## src/rtl/pid_param_if.sv

```systemverilog
// -----------------------------------------------------------------------------
// pid_param_if -- sample/status bundle for the line-following PID controller.
//
// Signals
//   sample_tick  master->slave  one-cycle request to run one control sample
//   sensors      master->slave  N_SENS line sensors, bit i = 0 -> line under i
//   kp_en/ki_en/kd_en           master->slave  term enables
//   pid_out      slave->master  signed controller output (DW bits)
//   out_valid    slave->master  one-cycle pulse when pid_out updates
//   busy, line_lost, saturated, overrun   slave->master  status flags
// -----------------------------------------------------------------------------
interface pid_param_if #(
  parameter int N_SENS = 4,
  parameter int DW     = 16
);
  logic                 sample_tick;
  logic [N_SENS-1:0]    sensors;
  logic                 kp_en;
  logic                 ki_en;
  logic                 kd_en;
  logic signed [DW-1:0] pid_out;
  logic                 out_valid;
  logic                 busy;
  logic                 line_lost;
  logic                 saturated;
  logic                 overrun;

  modport master (
    output sample_tick, sensors, kp_en, ki_en, kd_en,
    input  pid_out, out_valid, busy, line_lost, saturated, overrun
  );

  modport slave (
    input  sample_tick, sensors, kp_en, ki_en, kd_en,
    output pid_out, out_valid, busy, line_lost, saturated, overrun
  );
endinterface

```

## src/rtl/pid_param.sv

```systemverilog
// -----------------------------------------------------------------------------
// pid_param -- multi-cycle PID controller for a line-following sensor bar.
//
// A sample walks IDLE -> CAP -> TERM -> SUM -> OUT -> IDLE, one state per clock:
//   capture edge : sensors latched (IDLE with sample_tick)
//   CAP          : line position / error derived from the latched sensors
//   TERM         : P, I, D terms computed, integrator and e_prev updated
//   SUM          : P+I+D summed at DW+2 bits and clamped to +/-OUT_MAX
//   OUT          : pid_out, saturated, line_lost updated, out_valid pulses
//
// Ports
//   clk   rising-edge clock
//   rst   synchronous, active-high reset
//   bus   pid_param_if.slave (sample request, sensors, enables, output, flags)
// -----------------------------------------------------------------------------
module pid_param #(
  parameter int N_SENS    = 4,
  parameter int DW        = 16,
  parameter int HALF_STEP = 1000,
  parameter int KP_NUM    = 1,
  parameter int KP_SHIFT  = 1,
  parameter int KI_NUM    = 1,
  parameter int KI_SHIFT  = 4,
  parameter int KD_NUM    = 1,
  parameter int KD_SHIFT  = 1,
  parameter int I_LIM     = 16000,
  parameter int OUT_MAX   = 2047
) (
  input  logic       clk,
  input  logic       rst,
  pid_param_if.slave bus
);

  localparam int PW = 2 * DW;   // product width
  localparam int SW = DW + 2;   // sum width
  localparam int SP = (N_SENS - 1) * HALF_STEP;  // setpoint = bar centre

  localparam logic signed [DW:0]   I_LIM_W = (DW+1)'(I_LIM);
  localparam logic signed [SW-1:0] OMAX_W  = SW'(OUT_MAX);
  localparam logic signed [PW-1:0] KP_W    = PW'(KP_NUM);
  localparam logic signed [PW-1:0] KI_W    = PW'(KI_NUM);
  localparam logic signed [PW-1:0] KD_W    = PW'(KD_NUM);

  typedef enum logic [2:0] {S_IDLE, S_CAP, S_TERM, S_SUM, S_OUT} state_t;

  state_t               state_q, state_d;
  logic [N_SENS-1:0]    sens_q;
  logic signed [DW-1:0] err_q, err_d;
  logic                 lost_q, lost_d;
  logic signed [DW-1:0] e_prev_q;
  logic signed [DW-1:0] integ_q, integ_d;
  logic signed [DW-1:0] p_q, p_d, i_q, i_d, d_q, d_d;
  logic signed [DW-1:0] sum_q, sum_d;
  logic                 sat_q, sat_d;
  logic signed [DW-1:0] pid_out_q;
  logic                 out_valid_q, line_lost_q, saturated_q, overrun_q;

  // ---------------------------------------------------------------------------
  // Next-state logic
  // ---------------------------------------------------------------------------
  always_comb begin
    // NOTE: every comb output gets a default first, so no path can infer a latch.
    state_d = state_q;
    unique case (state_q)
      S_IDLE:  if (bus.sample_tick) state_d = S_CAP;
      S_CAP:   state_d = S_TERM;
      S_TERM:  state_d = S_SUM;
      S_SUM:   state_d = S_OUT;
      S_OUT:   state_d = S_IDLE;
      default: state_d = S_IDLE;
    endcase
  end

  // ---------------------------------------------------------------------------
  // CAP: line position from the outermost covered sensors, then error.
  // With no covered sensor the last error's sign steers the robot back.
  // ---------------------------------------------------------------------------
  int lo, hi;

  always_comb begin
    lo     = 0;
    hi     = 0;
    lost_d = 1'b1;
    err_d  = '0;
    for (int i = N_SENS - 1; i >= 0; i--) begin
      if (!sens_q[i]) lo = i;
    end
    for (int i = 0; i < N_SENS; i++) begin
      if (!sens_q[i]) begin
        hi     = i;
        lost_d = 1'b0;
      end
    end
    if (!lost_d)                err_d = DW'(SP - (lo + hi) * HALF_STEP);
    else if (e_prev_q[DW-1])    err_d = DW'(-SP);
    else if (e_prev_q != '0)    err_d = DW'(SP);
  end

  // ---------------------------------------------------------------------------
  // TERM: P, I, D terms. Products are 2*DW wide and shifted arithmetically,
  // so results truncate toward minus infinity.
  // ---------------------------------------------------------------------------
  logic signed [DW:0]   integ_sum, diff;
  logic signed [PW-1:0] p_prod, i_prod, d_prod;
  logic                 hold;

  always_comb begin
    integ_sum = (DW+1)'(err_q) + (DW+1)'(integ_q);
    // Anti-windup: freeze the integrator while the last output was clamped
    // and this error would push it further in the same direction.
    hold = saturated_q && (err_q != '0) && (pid_out_q != '0) &&
           (err_q[DW-1] == pid_out_q[DW-1]);

    if (!bus.ki_en)                  integ_d = '0;
    else if (hold)                   integ_d = integ_q;
    else if (integ_sum > I_LIM_W)    integ_d = DW'(I_LIM_W);
    else if (integ_sum < -I_LIM_W)   integ_d = DW'(-I_LIM_W);
    else                             integ_d = DW'(integ_sum);

    diff   = (DW+1)'(err_q) - (DW+1)'(e_prev_q);
    p_prod = KP_W * PW'(err_q);
    i_prod = KI_W * PW'(integ_d);
    d_prod = KD_W * PW'(diff);

    p_d = bus.kp_en ? DW'(p_prod >>> KP_SHIFT) : '0;
    i_d = bus.ki_en ? DW'(i_prod >>> KI_SHIFT) : '0;
    d_d = bus.kd_en ? DW'(d_prod >>> KD_SHIFT) : '0;
  end

  // ---------------------------------------------------------------------------
  // SUM: widen before adding so the clamp sees the true total.
  // ---------------------------------------------------------------------------
  logic signed [SW-1:0] total;

  always_comb begin
    total = SW'(p_q) + SW'(i_q) + SW'(d_q);
    sat_d = 1'b0;
    sum_d = DW'(total);
    if (total > OMAX_W) begin
      sum_d = DW'(OMAX_W);
      sat_d = 1'b1;
    end else if (total < -OMAX_W) begin
      sum_d = DW'(-OMAX_W);
      sat_d = 1'b1;
    end
  end

  // ---------------------------------------------------------------------------
  // State and datapath registers
  // ---------------------------------------------------------------------------
  always_ff @(posedge clk) begin
    // NOTE: non-blocking assignments so every register samples pre-edge values.
    if (rst) begin
      state_q     <= S_IDLE;
      sens_q      <= '1;
      err_q       <= '0;
      lost_q      <= 1'b0;
      e_prev_q    <= '0;
      integ_q     <= '0;
      p_q         <= '0;
      i_q         <= '0;
      d_q         <= '0;
      sum_q       <= '0;
      sat_q       <= 1'b0;
      pid_out_q   <= '0;
      out_valid_q <= 1'b0;
      line_lost_q <= 1'b0;
      saturated_q <= 1'b0;
      overrun_q   <= 1'b0;
    end else begin
      state_q     <= state_d;
      out_valid_q <= 1'b0;

      if (state_q == S_IDLE && bus.sample_tick) sens_q <= bus.sensors;
      // A tick while a sample is in flight is dropped but remembered.
      if (state_q != S_IDLE && bus.sample_tick) overrun_q <= 1'b1;

      unique case (state_q)
        S_CAP: begin
          err_q  <= err_d;
          lost_q <= lost_d;
        end
        S_TERM: begin
          p_q      <= p_d;
          i_q      <= i_d;
          d_q      <= d_d;
          e_prev_q <= err_q;
        end
        S_SUM: begin
          sum_q <= sum_d;
          sat_q <= sat_d;
        end
        S_OUT: begin
          pid_out_q   <= sum_q;
          saturated_q <= sat_q;
          line_lost_q <= lost_q;
          out_valid_q <= 1'b1;
        end
        default: ;
      endcase

      if (!bus.ki_en)              integ_q <= '0;
      else if (state_q == S_TERM)  integ_q <= integ_d;
    end
  end

  assign bus.pid_out   = pid_out_q;
  assign bus.out_valid = out_valid_q;
  assign bus.busy      = (state_q != S_IDLE);
  assign bus.line_lost = line_lost_q;
  assign bus.saturated = saturated_q;
  assign bus.overrun   = overrun_q;

endmodule

```

## src/flat_wrapper.sv

```systemverilog
// flat-port wrapper written by rule: the top's interface ports become plain ports
module pid_param_flat 
#(
  parameter int N_SENS    = 4,
  parameter int DW        = 16,
  parameter int HALF_STEP = 1000,
  parameter int KP_NUM    = 1,
  parameter int KP_SHIFT  = 1,
  parameter int KI_NUM    = 1,
  parameter int KI_SHIFT  = 4,
  parameter int KD_NUM    = 1,
  parameter int KD_SHIFT  = 1,
  parameter int I_LIM     = 16000,
  parameter int OUT_MAX   = 2047
)
  (clk, rst, bus_sample_tick, bus_sensors, bus_kp_en, bus_ki_en, bus_kd_en, bus_pid_out, bus_out_valid, bus_busy, bus_line_lost, bus_saturated, bus_overrun);
  pid_param_if #(.N_SENS(N_SENS), .DW(DW)) bus_i ();
  input  logic clk;
  input  logic rst;
  input wire logic [$bits(bus_i.sample_tick)-1:0] bus_sample_tick;
  input wire logic [$bits(bus_i.sensors)-1:0] bus_sensors;
  input wire logic [$bits(bus_i.kp_en)-1:0] bus_kp_en;
  input wire logic [$bits(bus_i.ki_en)-1:0] bus_ki_en;
  input wire logic [$bits(bus_i.kd_en)-1:0] bus_kd_en;
  output wire logic [$bits(bus_i.pid_out)-1:0] bus_pid_out;
  output wire logic [$bits(bus_i.out_valid)-1:0] bus_out_valid;
  output wire logic [$bits(bus_i.busy)-1:0] bus_busy;
  output wire logic [$bits(bus_i.line_lost)-1:0] bus_line_lost;
  output wire logic [$bits(bus_i.saturated)-1:0] bus_saturated;
  output wire logic [$bits(bus_i.overrun)-1:0] bus_overrun;
  assign bus_i.sample_tick = bus_sample_tick;
  assign bus_i.sensors = bus_sensors;
  assign bus_i.kp_en = bus_kp_en;
  assign bus_i.ki_en = bus_ki_en;
  assign bus_i.kd_en = bus_kd_en;
  assign bus_pid_out = bus_i.pid_out;
  assign bus_out_valid = bus_i.out_valid;
  assign bus_busy = bus_i.busy;
  assign bus_line_lost = bus_i.line_lost;
  assign bus_saturated = bus_i.saturated;
  assign bus_overrun = bus_i.overrun;
  pid_param #(.N_SENS(N_SENS), .DW(DW), .HALF_STEP(HALF_STEP), .KP_NUM(KP_NUM), .KP_SHIFT(KP_SHIFT), .KI_NUM(KI_NUM), .KI_SHIFT(KI_SHIFT), .KD_NUM(KD_NUM), .KD_SHIFT(KD_SHIFT), .I_LIM(I_LIM), .OUT_MAX(OUT_MAX)) u_core (.clk(clk), .rst(rst), .bus(bus_i));
endmodule
```

## config.mk

```make
export PLATFORM = sky130hd
export DESIGN_NAME = pid_param_flat
export DESIGN_NICKNAME = d
export VERILOG_FILES = /design/src/rtl/pid_param_if.sv /design/src/rtl/pid_param.sv /design/src/flat_wrapper.sv
export SDC_FILE = /design/constraint.sdc
export NUM_CORES = 1
export LEC_CHECK = 0
export ABC_AREA = 1
export CORE_UTILIZATION = 55
export CTS_CLUSTER_SIZE = 28
export DETAILED_ROUTE_END_ITERATION = 8
export DONT_BUFFER_PORTS = 1
export GPL_TIMING_DRIVEN = 0
export PLACE_DENSITY = 0.7
export REMOVE_ABC_BUFFERS = 1
export SLEW_MARGIN = 5
export SYNTH_ARGS = -nofsm -noshare
export SYNTH_HDL_FRONTEND = slang
export SYNTH_SLANG_ARGS = --single-unit
```

## constraint.sdc

```tcl
create_clock -name clk -period 5.5 [get_ports clk]
set_clock_uncertainty 0.05 [all_clocks]
set_input_delay 0.825 -clock clk [delete_from_list [all_inputs] [get_ports clk]]
set_output_delay 0.825 -clock clk [all_outputs]
set_load 0.05 [all_outputs]
```

After elaboration in Yosys (flattened, before gate mapping)
Cells that the tools add are included.
{ "op_classes": {"n_mux": 27, "order_cmp": 4, "eq_ne": 6, "n_reduce_logical": 12, "addsub": 6, "n_mul": 1, "bitwise_logic": 2} }
{ "ops": {"columns": ["operator", "n"], "rows": [
  ["$mux W16", 10],
  ["$reduce_bool A16 Y1", 3],
  ["$add A16 B16 Y17", 2],
  ["$mul A32 B8 Y13 const B", 1],
  ["$add A17 B16 Y18", 1],
  ["$gt A18 B12 Y1 const B", 1],
  ["$lt A18 B12 Y1 const B", 1],
  ["$gt A17 B15 Y1 const B", 1],
  ["$lt A17 B15 Y1 const B", 1],
  ["$sub A16 B16 Y17", 1],
  ["$sub A13 B16 Y16 const A", 1],
  ["$mux W12", 1],
  ["$mux W2", 6],
  ["$pmux W3 S4", 1],
  ["$mux W1", 8],
  ["$eq A3 B2 Y1 const B", 2],
  ["$logic_and A1 B1 Y1", 5],
  ["$add A2 B2 Y3", 1],
  ["$eq A3 B1 Y1 const B", 1],
  ["$eq A3 B3 Y1 const B", 1],
  ["$logic_not A3 Y1", 1],
  ["$mux W3", 1],
  ["$reduce_bool A3 Y1", 1],
  ["$ne A2 B2 Y1 const B", 1],
  ["4 further kinds", 5]
]} }
{ "totals": {"out_inout_bits": 21, "register_bits": 141, "wordCells": 75} }

Longest topological paths before layout
{ "depth": {"depth_word": 8, "ltp_mapped": 21, "depth_no_buf": 20} }

Least setup slack after synthesis
Ideal clock, no wire load.
{ "synth_path": {"path_kind": "register -> register", "startpoint": "register u_core.sens_q[2]", "endpoint": "register u_core.err_q[11]", "path_buffers": 0, "path_stages_with_launch": 17, "setup_ns": 0.075, "setup_slack_ns": 1.517, "arrival_ns": 3.858, "cell_sequence": "dfxtp_1 inv_1 or2_2 a21boi_0 ha_1 fa_1 fa_1 fa_1 ha_1 ha_1 nand3_1 nand2_1 xor2_1 o21ai_0 xnor2_1 nand2_1 a31oi_1"} }
{ "synth_between": {"elab_chain_cells": 7, "elab_cells_between_ends": 11, "classes_between": "add/sub: 2; mul: 1; mux: 8"} }
{ "synth_rtl": {"columns": ["item", "line", "text"], "rows": [
  ["from (decl)", "pid_param.sv:47", "logic [N_SENS-1:0] sens_q;"],
  ["from (signal assigned)", "pid_param.sv:174", "if (state_q == S_IDLE && bus.sample_tick) sens_q <= bus.sensors;"],
  ["$mux W2 (3 in a row)", "pid_param.sv:86", "if (!sens_q[i]) lo = i;"],
  ["$add A2 B2 Y3", "pid_param.sv:94", "if (!lost_d) err_d = DW'(SP - (lo + hi) * HALF_STEP);"],
  ["$mul A32 B8 Y13", "pid_param.sv:94", null],
  ["$sub A13 B16 Y16", "pid_param.sv:94", null],
  ["$mux W16 (*)", "pid_param.sv:94", null],
  ["to (signal assigned)", "pid_param.sv:180", "err_q <= err_d;"],
  ["to (decl)", "pid_param.sv:48", "logic signed [DW-1:0] err_q, err_d;"]
]} }
Mark *: on every way between the ends. The rest lies on a longest branch, timed or not.
A chain may end at the register's enable or synchronous reset.

Worst setup path after layout
Ends and elaborated chain as after synthesis.

==> flow_summary.yaml <==
synthesis:
  synthFlopType: "dfxtp_1"
  synth.distinct_cells: 43
  synthTopCellsByArea: "dfxtp_1 32%, nand2_1 14%, ha_1 9.8%, fa_1 5.8%, a21oi_1 5.7%"
  synthArstFlopShare: 0
  syn_area_mm2: 0.00725
  yosysWarnings: 0
  yosysTopAreaCell: "dfxtp_1"
  ys_ff_latch: 117
  synth-edff-count: 0
  synth.avg_cell_area_um2: 7.15
  ys_seq_area_frac: 0.323
  synth_top_area_share: 0.323
  synthCells: 1013
job:
  drv_cap: 0
layout:
  syn2layout_area_growth_pct: 9.96
  diodes: 0
  fillers: 1225
  drive_gt1_frac: 0.0628
  final_cell_mix: "268 x nand2_1, 117 x dfxtp_1, 102 x inv_1, 95 x nor2_1, 83 x a21oi_1"
  fin_nets: 1094
  final_common_cell: "nand2_1"
global_route:
  overflow: 0
  grt_usage: 0.251
  grt_pass1_wl_um: 26600
  antenna_found_initial: 0
  grt_pass1_vias: 5769
  grt_max_degree: 66
floorplan:
  dieHeight_um: 117
  die_w_um: 117
  dieArea_mm2: 0.0136
  initial_utilization: 0.570
  core_area_mm2: 0.0127
  ios: 31
  row_count: 41
route:
  antenna_left: 0
  avgRoutedWirePerCell_um: 13.4
  firstDrtPassIters: 4
  via_count: 6303
  via_per_inst: 5.29
  drtIter0Drc: 448
  drc: 0
  routed_wl_um: 16000
worst_setup_path:
  startpoint_type: "flip-flop"
  r2r_slack_ns: 1.18
  cp_max_fo: 4
  cp_data_arrival_time_ns: 4.60
  critPathCaptureType: "flip-flop"
  crit_required_ns: 5.79
  crit_type: "reg2reg"
clock_tree:
  cts_inserted_buffers: 17
  cts_tree: "yes"
  clkTransAtPathRegs_ns: 0.06
  post_cts_buffers: 0
  htreeDepth: 4
  clk_latency_ns: 0.42
  clock-sinks: 117
  cts_hold_repair.buffers: 0
  cts-root-buf: "clkbuf_16"
  cts_resized: 0
  clockBufferDepth: 2
timing:
  final_hold_viol_count: 0
  rsz0062_at_grt: "no"
  maxSlewHeadroom: 0.188
  min_period_ns: 4.32
  maxSlewViolCount: 0
  worstMarginPinSlew_ns: 1.21
  setup_viol: 0
  setup_slack_ns: 1.18
  fmax_mhz: 232
  tns_ns: 0
  period_share: 0.785
placement:
  dp_hpwl_um: 11800
  post-place-ws_ns: 1.16
  gp_congestion: 0.879
  io_buffers: 0
pwr:
  p_int_uw: 1970
  power.switching_uw: 1040
  p_leak_uw: 0.00371
  sw_frac_of_total: 0.346
  pwr-share-seq: 0.318
  p_clk_frac: 0.386
  p_comb_frac: 0.296
  power_density_mw_per_mm2: 378
  irDropWorstVdd_uv: 325
worst_hold_path:
  holdCritPathClass: "reg2reg"
status:
  status: "complete, no violations"
-- metrics by stage --
stage          cells  area [µm²]   util  power, µW  hold WS [ns]
2_1_floorplan    986        7110      -       1660         0.373
3_3_place_gp    1158        7320  0.576       1840         0.383
3_5_place_dp    1159        7350  0.577       1860         0.386
4_1_cts         1191        7970  0.626       3030         0.394
5_1_grt         1191        7970  0.626       3210         0.410
6_report        1191        7970  0.626       3010         0.391
-- metal layers --
| layer | track usage | wire length (µm) |
|---|---|---|
| met5 | 0 | 0 |
| met4 | 0.104 | 367 |
| met3 | 0.0525 | 531 |
| met2 | 0.412 | 7400 |
| met1 | 0.323 | 7710 |
-- final cells by class --
type / instances / area (µm²) / area share
Tap cell: 172 / 215 / 0.0270
Clock inverter: 14 / 193 / 0.0242
Timing Repair Buffer: 1 / 15.0 / 0.00188
Inverter: 109 / 409 / 0.0514
Multi-Input combinational cell: 760 / 4360 / 0.548
Clock buffer: 18 / 429 / 0.0539
Sequential cell: 117 / 2340 / 0.294
-- worst paths after layout --
check                           cells past startpoint               from                end
worst max-delay path                               16   u_core.sens_q[2]   u_core.err_q[11]
worst min-delay path                                2  u_core.integ_q[1]  u_core.integ_q[1]
worst max register to register                     16   u_core.sens_q[2]   u_core.err_q[11]
worst min register to register                      2  u_core.integ_q[1]  u_core.integ_q[1]
-- kinds of logic (layout without fill, tap and decap cells) --
family          count (synthesis)  in the layout  share of synthesized area
fa+ha+maj                      78             78                      0.156
buf+inv                       136            142                     0.0753
simple gates                  490            490                      0.286
flops                         117            117                      0.323
xor+xnor                       20             20                     0.0262
compound gates                172            172                      0.133
-- flip-flops by register name, indices dropped and copies added, names as in the netlist, 3 cells and up --
| signal | count |
|---|---|
| u_core.sens_q | 4 |
| u_core.err_q | 10 |
| u_core.i_q | 12 |
| u_core.e_prev_q | 10 |
| u_core.d_q | 14 |
| u_core.state_q | 3 |
| u_core.sum_q | 16 |
| u_core.integ_q | 16 |
| u_core.bus.pid_out | 16 |
| u_core.p_q | 10 |
-- critical path, stage by stage (launching register included) --
cell and delay, ns:
dfxtp_1 0.34, inv_1 0.06, or2_2 0.26, a21boi_0 0.17
ha_1 0.19, fa_1 0.50, fa_1 0.57, fa_1 0.52
ha_1 0.31, ha_1 0.34, nand3_1 0.10, nand2_1 0.06
xor2_1 0.16, o21ai_0 0.24, xnor2_1 0.15, nand2_1 0.07
a31oi_1 0.16
-- cells in the mapped netlist, types with 6 or more instances --
cell / instances
nand3_1: 81
nand2_2: 6
nor3_1: 7
inv_1: 103
nand2_1: 268
dfxtp_1: 117
nand4_1: 6
xor2_1: 12
o21ai_0: 48
nor4_1: 8
a21oi_1: 83
ha_1: 57
nor2_1: 95
o21ai_1: 8
fa_1: 21
a31oi_1: 9
xnor2_1: 6
clkbuf_1: 20
-- power by group through the flow --
| stage | Combinational [µW] | Sequential [µW] | Clock (µW) |
|---|---|---|---|
| floorplan | 708 | 951 | 0 |
| global placement | 865 | 974 | 0 |
| finish | 890 | 958 | 1160 |
| detailed placement | 886 | 975 | 0 |
| global route | 1030 | 963 | 1220 |
| CTS | 895 | 957 | 1180 |
No activity file was read; power rests on OpenSTA's default activity.
